[src/rtl/tri_raster_pkg.sv]
// Shared types and helpers for the self-scanning triangle rasteriser.
// EW is sized for the package coordinate width; instances use WIDTH == COORD_W.
package tri_raster_pkg;

  localparam int COORD_W = 8;
  localparam int EW      = 2 * COORD_W + 3;

  typedef enum logic [1:0] {
    IDLE  = 2'd0,
    SETUP = 2'd1,
    SCAN  = 2'd2,
    DONE  = 2'd3
  } state_t;

  // Edge function of edge (i -> j) evaluated at point (px, py).
  function automatic logic signed [EW-1:0] edge_value(
    input logic signed [EW-1:0] px,
    input logic signed [EW-1:0] py,
    input logic signed [EW-1:0] xi,
    input logic signed [EW-1:0] yi,
    input logic signed [EW-1:0] xj,
    input logic signed [EW-1:0] yj
  );
    return (px - xi) * (yj - yi) - (py - yi) * (xj - xi);
  endfunction

endpackage

[src/rtl/tri_raster_edge_stepper.sv]
// One incrementally-stepped edge function: current value plus row-start value.
module edge_stepper
  import tri_raster_pkg::*;
(
  input  logic                 i_clock,
  input  logic                 i_reset,
  input  logic                 i_load,
  input  logic                 i_step_x,
  input  logic                 i_step_row,
  input  logic signed [EW-1:0] i_init_val,
  input  logic signed [EW-1:0] i_dx_step,
  input  logic signed [EW-1:0] i_dy_step,
  output logic                 o_neg,
  output logic                 o_zero
);

  logic signed [EW-1:0] r_val;
  logic signed [EW-1:0] r_row;
  logic signed [EW-1:0] r_dx;
  logic signed [EW-1:0] r_dy;
  logic signed [EW-1:0] w_next_row;

  assign w_next_row = r_row + r_dy;

  // A row step restarts the scan value from the advanced row-start value.
  always_ff @(posedge i_clock) begin
    if (i_reset) begin
      r_val <= '0;
      r_row <= '0;
      r_dx  <= '0;
      r_dy  <= '0;
    end else if (i_load) begin
      r_val <= i_init_val;
      r_row <= i_init_val;
      r_dx  <= i_dx_step;
      r_dy  <= i_dy_step;
    end else if (i_step_row) begin
      r_val <= w_next_row;
      r_row <= w_next_row;
    end else if (i_step_x) begin
      r_val <= r_val + r_dx;
    end
  end

  assign o_neg  = r_val[EW-1];
  assign o_zero = (r_val == '0);

endmodule

[src/rtl/tri_raster.sv]
// Self-scanning triangle rasteriser: latches vertices on start, walks the clipped
// bounding box one pixel per cycle. Optional macro: TRI_RASTER_BACKFACE_CULL_EN.
module tri_raster
  import tri_raster_pkg::*;
#(
  parameter int WIDTH        = COORD_W,
  parameter int COLOUR_WIDTH = 3,
  parameter int SCREEN_W     = 160,
  parameter int SCREEN_H     = 120
) (
  input  logic                    clock,
  input  logic                    reset,
  input  logic                    start,
  input  logic [WIDTH-1:0]        ax,
  input  logic [WIDTH-1:0]        ay,
  input  logic [WIDTH-1:0]        bx,
  input  logic [WIDTH-1:0]        by,
  input  logic [WIDTH-1:0]        cx,
  input  logic [WIDTH-1:0]        cy,
  input  logic [COLOUR_WIDTH-1:0] colour,
  output logic                    busy,
  output logic                    done,
  output logic                    pix_valid,
  input  logic                    pix_ready,
  output logic [WIDTH-1:0]        pix_x,
  output logic [WIDTH-1:0]        pix_y,
  output logic [COLOUR_WIDTH-1:0] pix_colour,
  output state_t                  dbg_state
);

  localparam logic [WIDTH-1:0] X_LIM = WIDTH'(SCREEN_W - 1);
  localparam logic [WIDTH-1:0] Y_LIM = WIDTH'(SCREEN_H - 1);
  localparam logic [WIDTH-1:0] ONE   = {{(WIDTH-1){1'b0}}, 1'b1};

  function automatic logic [WIDTH-1:0] min3(input logic [WIDTH-1:0] a,
                                            input logic [WIDTH-1:0] b,
                                            input logic [WIDTH-1:0] c);
    logic [WIDTH-1:0] m;
    m = (a < b) ? a : b;
    return (m < c) ? m : c;
  endfunction

  function automatic logic [WIDTH-1:0] max3(input logic [WIDTH-1:0] a,
                                            input logic [WIDTH-1:0] b,
                                            input logic [WIDTH-1:0] c);
    logic [WIDTH-1:0] m;
    m = (a > b) ? a : b;
    return (m > c) ? m : c;
  endfunction

  function automatic logic signed [EW-1:0] ext(input logic [WIDTH-1:0] v);
    return $signed({{(EW-WIDTH){1'b0}}, v});
  endfunction

  state_t r_state;
  state_t w_next;

  logic [WIDTH-1:0]        r_ax, r_ay, r_bx, r_by, r_cx, r_cy;
  logic [COLOUR_WIDTH-1:0] r_colour;
  logic [WIDTH-1:0]        r_x, r_y;
  logic [WIDTH-1:0]        r_xmin, r_xmax, r_ymax;

  logic                    w_latch, w_load, w_step_x, w_step_row;
  logic [WIDTH-1:0]        w_xmin, w_ymin, w_xmax_raw, w_ymax_raw, w_xmax, w_ymax;
  logic                    w_box_empty, w_reject, w_inside, w_last_col, w_last_row;
  logic signed [EW-1:0]    w_area2, w_xmin_e, w_ymin_e;
  logic signed [EW-1:0]    w_vx [3];
  logic signed [EW-1:0]    w_vy [3];
  logic signed [EW-1:0]    w_init [3];
  logic signed [EW-1:0]    w_dx [3];
  logic signed [EW-1:0]    w_dy [3];
  logic [2:0]              w_neg, w_zero;

  // Setup arithmetic works from the latched vertices only.
  assign w_xmin     = min3(r_ax, r_bx, r_cx);
  assign w_ymin     = min3(r_ay, r_by, r_cy);
  assign w_xmax_raw = max3(r_ax, r_bx, r_cx);
  assign w_ymax_raw = max3(r_ay, r_by, r_cy);
  assign w_xmax     = (w_xmax_raw > X_LIM) ? X_LIM : w_xmax_raw;
  assign w_ymax     = (w_ymax_raw > Y_LIM) ? Y_LIM : w_ymax_raw;
  assign w_box_empty = (w_xmin > w_xmax) || (w_ymin > w_ymax);

  assign w_vx[0] = ext(r_ax);
  assign w_vy[0] = ext(r_ay);
  assign w_vx[1] = ext(r_bx);
  assign w_vy[1] = ext(r_by);
  assign w_vx[2] = ext(r_cx);
  assign w_vy[2] = ext(r_cy);
  assign w_xmin_e = ext(w_xmin);
  assign w_ymin_e = ext(w_ymin);

  assign w_area2 = (w_vx[1] - w_vx[0]) * (w_vy[2] - w_vy[0])
                 - (w_vy[1] - w_vy[0]) * (w_vx[2] - w_vx[0]);

`ifdef TRI_RASTER_BACKFACE_CULL_EN
  assign w_reject = (w_area2 == '0) || w_area2[EW-1];
`else
  assign w_reject = (w_area2 == '0);
`endif

  // Edges AB, BC, CA; stepping x adds (yj-yi), stepping a row adds (xi-xj).
  for (genvar g = 0; g < 3; g++) begin : g_edge
    localparam int J = (g + 1) % 3;
    assign w_init[g] = edge_value(w_xmin_e, w_ymin_e, w_vx[g], w_vy[g], w_vx[J], w_vy[J]);
    assign w_dx[g]   = w_vy[J] - w_vy[g];
    assign w_dy[g]   = w_vx[g] - w_vx[J];

    edge_stepper u_edge (
      .i_clock    (clock),
      .i_reset    (reset),
      .i_load     (w_load),
      .i_step_x   (w_step_x),
      .i_step_row (w_step_row),
      .i_init_val (w_init[g]),
      .i_dx_step  (w_dx[g]),
      .i_dy_step  (w_dy[g]),
      .o_neg      (w_neg[g]),
      .o_zero     (w_zero[g])
    );
  end

  // Winding-independent, inclusive coverage test.
  assign w_inside   = (&(~w_neg)) || (&(w_neg | w_zero));
  assign w_last_col = (r_x == r_xmax);
  assign w_last_row = (r_y == r_ymax);

  always_ff @(posedge clock) begin
    if (reset) r_state <= IDLE;
    else       r_state <= w_next;
  end

  always_comb begin
    w_next     = r_state;
    w_latch    = 1'b0;
    w_load     = 1'b0;
    w_step_x   = 1'b0;
    w_step_row = 1'b0;
    case (r_state)
      IDLE: begin
        if (start) begin
          w_latch = 1'b1;
          w_next  = SETUP;
        end
      end
      SETUP: begin
        w_load = 1'b1;
        w_next = (w_reject || w_box_empty) ? DONE : SCAN;
      end
      SCAN: begin
        // A covered pixel holds the scan until the consumer takes it.
        if (!w_inside || pix_ready) begin
          if (!w_last_col)      w_step_x   = 1'b1;
          else if (!w_last_row) w_step_row = 1'b1;
          else                  w_next     = DONE;
        end
      end
      DONE:    w_next = IDLE;
      default: w_next = IDLE;
    endcase
  end

  always_ff @(posedge clock) begin
    if (reset) begin
      r_ax     <= '0;
      r_ay     <= '0;
      r_bx     <= '0;
      r_by     <= '0;
      r_cx     <= '0;
      r_cy     <= '0;
      r_colour <= '0;
      r_x      <= '0;
      r_y      <= '0;
      r_xmin   <= '0;
      r_xmax   <= '0;
      r_ymax   <= '0;
    end else begin
      if (w_latch) begin
        r_ax     <= ax;
        r_ay     <= ay;
        r_bx     <= bx;
        r_by     <= by;
        r_cx     <= cx;
        r_cy     <= cy;
        r_colour <= colour;
      end
      if (w_load) begin
        r_x    <= w_xmin;
        r_y    <= w_ymin;
        r_xmin <= w_xmin;
        r_xmax <= w_xmax;
        r_ymax <= w_ymax;
      end else if (w_step_row) begin
        r_x <= r_xmin;
        r_y <= r_y + ONE;
      end else if (w_step_x) begin
        r_x <= r_x + ONE;
      end
    end
  end

  assign busy       = (r_state != IDLE);
  assign done       = (r_state == DONE);
  assign pix_valid  = (r_state == SCAN) && w_inside;
  assign pix_x      = r_x;
  assign pix_y      = r_y;
  assign pix_colour = r_colour;
  assign dbg_state  = r_state;

endmodule
[config.mk]
export PLATFORM = sky130hd
export DESIGN_NAME = tri_raster
export DESIGN_NICKNAME = d
export VERILOG_FILES = /design/src/rtl/tri_raster_pkg.sv /design/src/rtl/tri_raster_edge_stepper.sv /design/src/rtl/tri_raster.sv
export SDC_FILE = /design/constraint.sdc
export NUM_CORES = 2
export LEC_CHECK = 0
export ABC_CLOCK_PERIOD_IN_PS = 13600
export CAP_MARGIN = 10
export CORE_MARGIN = 3
export CORE_UTILIZATION = 24
export DETAILED_ROUTE_END_ITERATION = 6
export PLACE_DENSITY = 0.5
export SLEW_MARGIN = 5
export SYNTH_ARGS = -nofsm -noshare
export SYNTH_HDL_FRONTEND = slang
export SYNTH_HIERARCHICAL = 1
export SYNTH_SLANG_ARGS = --single-unit
[constraint.sdc]
create_clock -name clock -period 13.6 [get_ports clock]
set_input_delay 2.72 -clock clock [delete_from_list [all_inputs] [get_ports clock]]
set_output_delay 2.72 -clock clock [all_outputs]
set_load 0.005 [all_outputs]
==> run metrics <==
initial antenna violation count 2; critical path class register to register; # setup viols final 0; clock root cell clkbuf_16; Hold Path Class register to register; ys flop type dfxtp_1; Overall Global Routing Usage 14.44%; clk buf depth 3; wire length per cell 17.92 µm; DRT Pass-1 Iters 5; die footprint 218900 µm²; RSZ-0062 raised after global routing false; initial core utilization 24.28%; CP peak stage delay 0.61 ns; drt via density 4.631; routed vias 40983; area share of the largest cell type after synthesis 27.41%; CTS tree built; Core ar. 210800 µm²; Chip Width 467.9 µm; clock skew 0.02590 ns; CTS Buf Count 43; Final Hold Vio Count 0; number of global-route vias before repair 42234; largest net degree at the start of global routing 81; Arr. time, crit path 13.24 ns; Cells after Synth 5969; # rows 168; Max Cap Viol 0; Slew Viols, Final 0; htree depth 2; IO Count 79; RD Place Congestion 0.9011; Ys Warns 6; highest-count cells in the layout ignoring fill and taps inv_1, nor2_1, fa_1, ha_1, nand2_1; cell taking the most area after synthesis fa_1; Mapped Area 51200 µm²; Nets 7380; worst-margin pin slew 1.232 ns; drt total wl 158600 µm; layout cell share with drive strength beyond 1 4.386%; grt ovf 0; Worst-Skew Late Latency 0.62 ns; Synth Register Bits 321; outcome completed; CP most frequent cell fa_1; worst endpoint required time 14.04 ns; die height 467.9 µm; worst-path maximum fanout 15; Iter 0 DRT Violations 2375; Syn Area/Cell 8.577 µm²; IO buf count 78; first-pass GRT wire length 248300 µm; dominant cells by area after synthesis fa_1, ha_1, dfxtp_1, inv_1, nor2_1; Max Fclk 78.13 MHz; Post-synth EDFFs 0; dpl hpwl 131700 µm; crit share post-route 94.11%; number of nets with antenna violations after routing 0; DRC Markers 0; setup_tns 0 ns; sequential area share after synthesis 12.55%; minimum clock period 12.80 ns; CTS clock-pin slew for the worst setup and hold paths 0.06 ns; clock tree sinks 321; startpoint types register; slew margin rel. 17.28%; commonest non-fill, non-tap cell in the layout inv_1; CP Capture Type register; Slowest-stage cell, CP fa_1; post-synthesis cell type count 98; synthesized netlist net count 7340; Async SR Flop Fraction 0%; Fillers 22783; synth-to-layout area growth 11.52%
[stage by stage]
step                      hold WS (ns)  area [µm²]  std cells  worst slack (ns)  util, %
after floorplan                 0.4254       51200       5969             2.095        -
after CTS                       0.4586       57010       8842            0.3689    27.04
after global routing            0.4719       57090       8847           0.02056    27.08
final                           0.4552       57090       8849            0.8008    27.08
after global placement          0.4394       55510       8764            0.5779    26.33
after detailed placement        0.4492       55510       8764            0.4249    26.33
[state kept, by name (all words and copies together), names as in the netlist]
register,count
dbg_state,2
g_edge.u_edge/r_dx,57
g_edge.u_edge/r_dy,57
g_edge.u_edge/r_row,57
g_edge.u_edge/r_val,57
pix_colour,3
pix_x,8
pix_y,8
r_ax,8
r_ay,8
r_bx,8
r_by,8
r_cx,8
r_cy,8
r_xmax,8
r_xmin,8
r_ymax,8
[critical path, delay by kind of cell, from the launching register on]
family | cells | cell delay (ns)
compound gates | 21 | 4.90
xor+xnor | 2 | 0.35
fa+ha+maj | 11 | 4.67
buf+inv | 5 | 0.69
flops | 1 | 0.29
mux | 1 | 0.23
simple gates | 8 | 1.47
[path summary, 6_finish.rpt]
path              slack [ns]           from                          to  cells past startpoint
setup reg to reg        0.80        r_ay[1]  g_edge[0].u_edge/r_val[17]                     48
setup / recovery        0.80        r_ay[1]  g_edge[0].u_edge/r_val[17]                     48
hold / removal          0.46  pix_colour[1]               pix_colour[1]                      2
hold reg to reg         0.46  pix_colour[1]               pix_colour[1]                      2
[cells in the mapped netlist, types with 19 or more instances]
master	instances
nor2b_1	61
xor2_1	118
xnor2_1	221
mux2i_1	145
a31oi_1	31
fa_1	701
o21a_1	35
nor3_1	58
inv_1	937
o21ai_0	149
ha_1	615
clkbuf_1	134
nor2_1	712
nand2b_1	93
a211oi_1	74
nand2_1	519
a21oi_1	327
o21bai_1	41
dfxtp_1	321
and2_1	56
a22oi_1	27
a21o_1	119
nand3_1	51
buf_1	19
and3_1	24
nor4_1	30
o21ai_1	22
nand4_1	35
or2_2	36
[what timing repair did]
| item | CTS | global route |
|---|---|---|
| setup endpoints to repair | 0 | 12 |
| resized for setup | 0 | 6 |
| buffers inserted | 0 | 3 |
| hold buffers | 0 | 0 |
[per-layer routing]
metal,vias up,part of all wire (%),global-route usage (%)
li1,19524,-,-
met1,20400,45,19.02
met2,872,48,24.95
met3,187,4.0,1.466
met4,0,3.0,4.096
met5,-,0,0
[layout make-up]
| class | count | area, µm² | share of cell area (%) |
|---|---|---|---|
| inverter | 942 | 3536 | 6.193 |
| clock inverter | 20 | 280.3 | 0.4909 |
| multi-input combinational | 4542 | 40720 | 71.32 |
| tap | 2805 | 3510 | 6.147 |
| timing repair buffer | 159 | 1394 | 2.441 |
| antenna | 2 | 5.005 | 0.008766 |
| sequential | 321 | 6426 | 11.26 |
| clock buffer | 58 | 1222 | 2.141 |
[cell families after synthesis]
| logic type | after synthesis | synth area share, % |
|---|---|---|
| XOR/XNOR | 339 | 5.800 |
| multiplexers | 156 | 3.084 |
| AO/OA/AOI/OAI | 1009 | 13.03 |
| flip-flops | 321 | 12.55 |
| adder cells (fa/ha/maj) | 1316 | 42.44 |
| buffers and inverters | 1106 | 8.146 |
| other | 1 | 0.007325 |
| AND/OR/NAND/NOR | 1721 | 14.94 |
Power is left out: the tool's default activity adds up to more than one toggle a clock period on the data nets, which glitch-free logic cannot reach.
